**config.mk**
```make
export PLATFORM = sky130hd
export DESIGN_NAME = alu
export DESIGN_NICKNAME = d
export VERILOG_FILES = /design/src/rtl/alu.sv
export SDC_FILE = /design/constraint.sdc
export NUM_CORES = 1
export LEC_CHECK = 0
export CORE_MARGIN = 8
export CORE_UTILIZATION = 46
export CTS_CLUSTER_SIZE = 20
export DETAILED_ROUTE_END_ITERATION = 6
export HOLD_SLACK_MARGIN = 0.08
export PLACE_DENSITY_LB_ADDON = 0.08
export REMOVE_ABC_BUFFERS = 1
export SYNTH_ARGS = -nofsm -noshare
export SYNTH_HDL_FRONTEND = slang
export SYNTH_SLANG_ARGS = --single-unit
```
**constraint.sdc**
```tcl
create_clock -name clk -period 3.8 [get_ports clk]
set_input_delay 0.76 -clock clk [delete_from_list [all_inputs] [get_ports clk]]
set_output_delay 0.76 -clock clk [all_outputs]
set_load 0.05 [all_outputs]
```
**src/rtl/alu.sv**
```systemverilog
// Registered signed two's-complement adder/subtractor with signed-overflow flag.
// One-cycle latency, full throughput; synchronous active-high reset clears all outputs.
module alu #(
  parameter int WIDTH = 16
) (
  input  logic             clk,
  input  logic             reset,
  input  logic             in_valid,
  input  logic             h,
  input  logic [WIDTH-1:0] a,
  input  logic [WIDTH-1:0] b,
  output logic             overflow,
  output logic [WIDTH-1:0] result,
  output logic             out_valid
);

  localparam int MSB = WIDTH - 1;

  logic [WIDTH-1:0] b_operand;
  logic [WIDTH:0]   carry_in;
  logic [WIDTH:0]   sum;
  logic [WIDTH-1:0] result_next;
  logic             overflow_next;

  // Subtraction reuses the adder as a + ~b + 1; b = most-negative needs no special case.
  assign b_operand = h ? ~b : b;
  assign carry_in  = {{WIDTH{1'b0}}, h};
  assign sum       = {1'b0, a} + {1'b0, b_operand} + carry_in;

  // NOTE: every variable assigned in always_comb gets a default first so no latch is inferred.
  always_comb begin
    result_next   = sum[WIDTH-1:0];
    overflow_next = 1'b0;
    if (h) begin
      overflow_next = (a[MSB] != b[MSB]) && (result_next[MSB] != a[MSB]);
    end else begin
      overflow_next = (a[MSB] == b[MSB]) && (result_next[MSB] != a[MSB]);
    end
  end

  // NOTE: sequential state uses non-blocking assignments so all flops update together.
  always_ff @(posedge clk) begin
    if (reset) begin
      result    <= '0;
      overflow  <= 1'b0;
      out_valid <= 1'b0;
    end else begin
      out_valid <= in_valid;
      if (in_valid) begin
        result   <= result_next;
        overflow <= overflow_next;
      end
    end
  end

endmodule

```
==> results.py, run 1 <==
metrics = {
    "power": {
        "ir_worst_vdd_v": 0.000136,
        "net-switching-power_mw": 0.329,
        "combinational_fraction_of_design_power": 0.579,
        "net_switching_share_of_the_total_power": 0.429,
        "leakage_nw": 0.918,
        "power-per-cell-area_nw_per_um2": 343,
        "totalPowerFinal_mw": 0.766,
        "internal-power_mw": 0.437,
        "share_seq_of_total_power": 0.295,
        "clock_power_share": 0.126,
    },
    "sta": {
        "worst_slew_pin_slew_ps": 514,
        "finClkSkew_ps": 0,
        "clock.fmax_mhz": 304,
        "period_utilization": 0.865,
        "slew-limit-headroom": 0.655,
        "rsz_0062_raised_after_global_routing": "false",
        "setup_total_negative_slack_ps": 0,
        "final_period_minus_worst_setup_slack_ps": 3290,
        "worst_hold_check_slack_ps": 471,
        "setup_viol": 0,
        "drv_slew": 0,
        "hold_viol": 0,
    },
    "cts": {
        "postCtsResizedCells": 0,
        "clockBufferDepth": 2,
        "postCtsSetupBuffers": 0,
        "cts_tree": "yes",
        "cts.reportedPaths.clkPinSlew_ps": 110,
        "ctsRootBufferMaster": "clkbuf_4",
        "clock_insertion_delay_worst_skew_ps": 280,
        "tritoncts_num_sinks": 18,
        "cts.htree.levels": 1,
        "post_cts_hold_buffer_count": 0,
        "cts_made_buffers": 3,
    },
    "layout": {
        "final_net_count": 302,
        "post-route-util": 0.670,
        "syn2layout_area_growth_pct": 39.1,
        "n_antenna_cell": 0,
        "post_route_cells_drive_above_1_share": 0.0726,
        "final-instance-count-excl-fill": 294,
    },
    "setup_path": {
        "path_cells": "clkdlybuf4s50_1 > buf_12 > xor2_1 > ha_1 > o21ai_1 > or2b_1 > a32o_2 > a221oi_2 > mux2_1 > a31o_1",
        "cp.arrival_ps": 3480,
        "max_fo_critical_path": 16,
        "crit_required_ps": 3990,
        "path_delay_family": "compound AO/OA/AOI/OAI gates",
        "setup.worst_path.start_class": "primary input",
        "crit_path_end_kind": "register",
        "timing.critical_path.slowest_cell_delay_ps": 500,
        "critical_path_buf_inv_count": 2,
        "timing_worst_setup_path_type": "in -> reg",
        "crit_path_top_delay_cell": "clkdlybuf4s50_1",
    },
    "floorplan": {
        "die-width_um": 75.1,
        "dieArea_um2": 5640,
        "io_pins": 54,
        "initial_core_utilization": 0.481,
        "die_h_um": 75.1,
        "core-area_um2": 3340,
        "rows": 21,
    },
    "synth": {
        "synth.yosys.seq_area_share": 0.224,
        "post_synthesis_instance_area_um2": 1610,
        "synth.area.top_cells": "dfxtp_1, ha_1, xor2_1",
        "ys_ff_latch": 18,
        "synth-edff-count": 0,
        "synth_top_area_cell": "dfxtp_1",
        "post_synth.cell_area_avg_um2": 8.24,
        "ys_types": 51,
        "netlist_instances": 195,
        "synthDominantCellAreaShare": 0.224,
        "synth-async-reset-ratio": 0,
        "synthesis.yosys.warnings": 0,
        "synth_top_flop_cell": "dfxtp_1",
    },
    "drt": {
        "final_antenna_net_count": 0,
        "routed-via-count": 1636,
        "drc": 0,
        "wirelength_um": 4450,
        "number_of_iterations_in_the_first_detailed_routing_pass": 4,
        "post_drt_via_cell_ratio": 5.56,
        "route.detailed.wl_per_inst_um": 15.1,
        "first_iter_violations": 74,
    },
    "global_route": {
        "grt_first_pass_wirelength_um": 7070,
        "grt_pass1_vias": 1557,
        "global_route.usage.total": 0.156,
        "largest_net_degree_at_the_start_of_global_routing": 21,
        "antenna_violations_before_repair": 0,
        "grt_overflow": 0,
    },
    "place": {
        "sum_of_net_half_perimeters_after_detailed_placement_um": 3610,
        "dpl.cell_count": 291,
        "placement.io_buffers": 53,
        "gpl.final_weighted_congestion": 0.857,
    },
    "min_path": {
        "worst_hold_path_type": "reg -> reg",
    },
    "run_status": {
        "status": "finished, final reports clean",
    },
    "job": {
        "max-cap-violations": 0,
    },
}
## layout by cell type, fill, tap and decap left out, drive strengths merged, types with 2 or more instances in the layout
| master | instances |
|---|---|
| a211oi | 3 |
| a21o | 5 |
| a21oi | 13 |
| a311o | 2 |
| a31o | 2 |
| and3 | 2 |
| buf | 7 |
| clkbuf | 3 |
| clkdlybuf4s50 | 53 |
| dfxtp | 18 |
| ha | 15 |
| inv | 6 |
| mux2i | 5 |
| nand2 | 15 |
| nand2b | 2 |
| nand3 | 12 |
| nand4b | 2 |
| nor2 | 16 |
| nor3 | 3 |
| nor4 | 2 |
| o211ai | 2 |
| o21a | 2 |
| o21ai | 10 |
| o22ai | 2 |
| o311ai | 4 |
| or3 | 2 |
| xnor2 | 6 |
| xor2 | 15 |
## state kept, by name (all words and copies together), names as in the netlist
name	flops
out_valid	1
overflow	1
result	16
## cells in the mapped netlist (2+ instances only)
| cell | instances |
|---|---|
| a311o_1 | 2 |
| o22ai_1 | 2 |
| or3_1 | 2 |
| a31o_1 | 2 |
| dfxtp_1 | 18 |
| o21ai_0 | 9 |
| o311ai_1 | 4 |
| nor3_1 | 3 |
| xor2_1 | 15 |
| clkbuf_1 | 6 |
| a211oi_1 | 3 |
| a21oi_1 | 13 |
| o21a_1 | 2 |
| nand2b_1 | 2 |
| nand3_1 | 12 |
| ha_1 | 15 |
| nand2_1 | 15 |
| a21o_1 | 5 |
| nand4b_1 | 2 |
| xnor2_1 | 6 |
| and3_1 | 2 |
| inv_1 | 6 |
| nor2_1 | 16 |
| nor4_1 | 2 |
| buf_2 | 2 |
| mux2i_1 | 4 |
## tightest hold or removal path, cell delays in order (launching register included)
cell     delay, ps
dfxtp_1        330
nand2_1         60
a21oi_1         50
## power by group through the flow
| stage | registers [mW] | logic [mW] | clock network, mW |
|---|---|---|---|
| finish | 0.226 | 0.443 | 0.0968 |
| floorplan | 0.312 | 0.202 | 0 |
| global route | 0.230 | 0.477 | 0.106 |
| detailed placement | 0.231 | 0.440 | 0 |
| CTS | 0.226 | 0.442 | 0.0980 |
| global placement | 0.229 | 0.434 | 0 |
## stage by stage
step	setup slack (ps)	area, um2
after floorplan	1030	1560
after CTS	547	2230
after global placement	342	2210
after global routing	358	2230
after detailed placement	247	2210
final	512	2230
## logic make-up after synthesis
group	after synthesis	synth area share
and+or+nand+nor	62	0.187
AOI/OAI and AO/OA	55	0.259
xor gates and xnor gates	21	0.114
DFF	18	0.224
buffers and inverters	17	0.0459
adders and majority gates	16	0.129
muxes	6	0.0405
## cell type report
class / instances / area (um2)
multi-input cells: 160 / 1170
flip-flops and latches: 18 / 360
well taps: 46 / 57.6
fillers: 300 / 1100
clock buffers: 3 / 22.5
repair buffers: 60 / 596
inverters: 7 / 26.3
## path summary, 6_finish.rpt
path	from	end	slack (ps)	depth (start not counted)
setup / recovery	h	result[13]$_SDFFE_PP0P_	510	10
hold / removal	result[6]$_SDFFE_PP0P_	result[6]$_SDFFE_PP0P_	470	2
setup reg to reg	result[7]$_SDFFE_PP0P_	result[7]$_SDFFE_PP0P_	3030	3
hold reg to reg	result[6]$_SDFFE_PP0P_	result[6]$_SDFFE_PP0P_	470	2
## per-layer routing
metal  part of all wire  track usage  vias up
li1                   -            -      820
met1               0.45        0.198      752
met2               0.47        0.261       60
met3              0.066       0.0266        4
met4              0.014       0.0435        0
met5                  0            0        -
No activity file was read; power rests on OpenSTA's default activity.
==> run 2, diff against run 1 <==
MAX_ROUTING_LAYER = met4   (was not set)
==> run 2 against run 1 <==
Net effect:
- via count rose by 2.6%
- final cell count up 0.34%
- largest power group unchanged
- clock skew did not move
- total power up 4.1%
- combinational power grew 0.9%
- core utilization grew 0.41 points
==> results.py, run 2 (synthesized netlist as in run 1, its figures left out) <==
metrics = {
    "run_status": {
        "status": "finished, final reports clean",
    },
    "cts": {
        "clockBufferDepth": 2,
        "postCtsResizedCells": 0,
        "cts_tree": "yes",
        "cts_made_buffers": 3,
        "cts.htree.levels": 1,
        "postCtsSetupBuffers": 0,
        "ctsRootBufferMaster": "clkbuf_4",
        "post_cts_hold_buffer_count": 0,
        "cts.reportedPaths.clkPinSlew_ps": 120,
        "clock_insertion_delay_worst_skew_ps": 300,
        "tritoncts_num_sinks": 18,
    },
    "setup_path": {
        "max_fo_critical_path": 16,
        "cp.arrival_ps": 3470,
        "timing.reg2reg.worst_path_depth": 3,
        "crit_required_ps": 4000,
        "crit_path_top_delay_cell": "clkdlybuf4s50_1",
        "launch_point_of_the_critical_path": "h",
        "crit_path_end_kind": "register",
        "regToRegStartpoint": "result[7]$_SDFFE_PP0P_",
        "timing.critical_path.slowest_cell_delay_ps": 500,
        "setup.worst_path.start_class": "primary input",
        "timing.reg2reg.setup_slack_ps": 3040,
        "timing_worst_setup_path_type": "in -> reg",
        "timing.rr.end": "result[7]$_SDFFE_PP0P_",
        "path_cells": "clkdlybuf4s50_1 > buf_12 > xor2_1 > ha_1 > o21ai_1 > or2b_1 > a32o_2 > a221oi_2 > mux2_1 > a31o_1",
    },
    "min_path": {
        "min_delay_path_depth": 2,
        "hp-start": "result[6]$_SDFFE_PP0P_",
        "hold_path_end": "result[6]$_SDFFE_PP0P_",
        "worst_hold_path_type": "reg -> reg",
    },
    "place": {
        "placement.io_buffers": 53,
        "postPlaceCellArea_um2": 2210,
        "sum_of_net_half_perimeters_after_detailed_placement_um": 3810,
        "post_placement_worst_setup_slack_ps": 224,
        "gpl.final_weighted_congestion": 0.852,
    },
    "floorplan": {
        "io_pins": 54,
        "rows": 21,
        "initial_core_utilization": 0.481,
        "core-area_um2": 3340,
        "die-width_um": 75.1,
        "dieArea_um2": 5640,
        "die_h_um": 75.1,
    },
    "drt": {
        "wirelength_um": 4770,
        "final_antenna_net_count": 0,
        "drc": 0,
        "first_iter_violations": 114,
        "route.detailed.wl_per_inst_um": 16.2,
        "post_drt_via_cell_ratio": 5.69,
        "routed-via-count": 1679,
        "number_of_iterations_in_the_first_detailed_routing_pass": 4,
    },
    "sta": {
        "worst_slew_pin_slew_ps": 557,
        "rsz_0062_raised_after_global_routing": "false",
        "hold_viol": 0,
        "period_utilization": 0.861,
        "finClkSkew_ps": 0,
        "postLayoutSetupSlackWorst_ps": 528,
        "drv_slew": 0,
        "slew-limit-headroom": 0.627,
        "final_period_minus_worst_setup_slack_ps": 3270,
        "setup_total_negative_slack_ps": 0,
        "worst_hold_check_slack_ps": 488,
        "setup_viol": 0,
        "clock.fmax_mhz": 306,
    },
    "layout": {
        "largest-register": "result",
        "design_area_um2": 2250,
        "n_antenna_cell": 0,
        "final_cell_mix": "clkdlybuf4s50_1, dfxtp_1, nor2_1",
        "final_common_cell": "clkdlybuf4s50_1",
        "post_route_cells_drive_above_1_share": 0.0763,
        "syn2layout_area_growth_pct": 40.0,
        "final_net_count": 302,
        "largest_register_ff_count": 16,
        "largest_registers": "result x16, out_valid x1, overflow x1",
    },
    "power": {
        "power-per-cell-area_nw_per_um2": 355,
        "totalPowerFinal_mw": 0.798,
        "leakage_nw": 0.925,
        "ir_worst_vdd_v": 0.000160,
    },
    "global_route": {
        "grt_overflow": 0,
        "grt_first_pass_wirelength_um": 7690,
        "grt_pass1_vias": 1678,
        "largest_net_degree_at_the_start_of_global_routing": 21,
        "antenna_violations_before_repair": 0,
        "global_route.usage.total": 0.179,
    },
    "job": {
        "max-cap-violations": 0,
    },
}
## run 2: changes by cell type in the layout (fill, tap and decap cells not counted)
| cell | before | now |
|---|---|---|
| clkbuf_8 | 0 | 1 |
## run 2: worst max path at each step
stage | to | slack [ps] | depth (start not counted)
detailed placement | result[13]$_SDFFE_PP0P_ | 220 | 10
floorplan | result[13]$_SDFFE_PP0P_ | 1030 | 8
finish | result[13]$_SDFFE_PP0P_ | 530 | 10
CTS | result[13]$_SDFFE_PP0P_ | 540 | 10
global route | result[13]$_SDFFE_PP0P_ | 370 | 10
global placement | result[13]$_SDFFE_PP0P_ | 340 | 10
## run 2: through the flow
stage / util / instances
2_1_floorplan: - / 185
3_3_place_gp: 0.663 / 291
3_5_place_dp: 0.663 / 291
4_1_cts: 0.674 / 295
5_1_grt: 0.674 / 295
6_report: 0.674 / 295
## run 2: per-layer routing
layer | vias up | global-route usage | part of all wire
li1 | 826 | - | -
met1 | 782 | 0.221 | 0.45
met2 | 63 | 0.286 | 0.47
met3 | 8 | 0.0280 | 0.057
met4 | 0 | 0.0652 | 0.019
met5 | - | - | 0
## run 2: layout make-up
class | count | area [um2]
repair buffers | 60 | 596
inverters | 7 | 26.3
multi-input cells | 160 | 1170
flip-flops and latches | 18 | 360
fillers | 297 | 1090
well taps | 46 | 57.6
clock buffers | 4 | 36.3
## run 2: critical path: cells and delay by family
| kind | cells | cell delay (ps) |
|---|---|---|
| AOI/OAI and AO/OA | 4 | 920 |
| buffers and inverters | 2 | 680 |
| muxes | 1 | 360 |
| and+or+nand+nor | 1 | 290 |
| adders and majority gates | 1 | 270 |
| xor gates and xnor gates | 1 | 180 |
## run 2: report_power, final
part,total [mW],internal (mW),switching (mW)
Clock,0.124,0.0585,0.0657
Sequential,0.226,0.213,0.0133
Combinational,0.447,0.188,0.259
Total,0.798,0.459,0.338
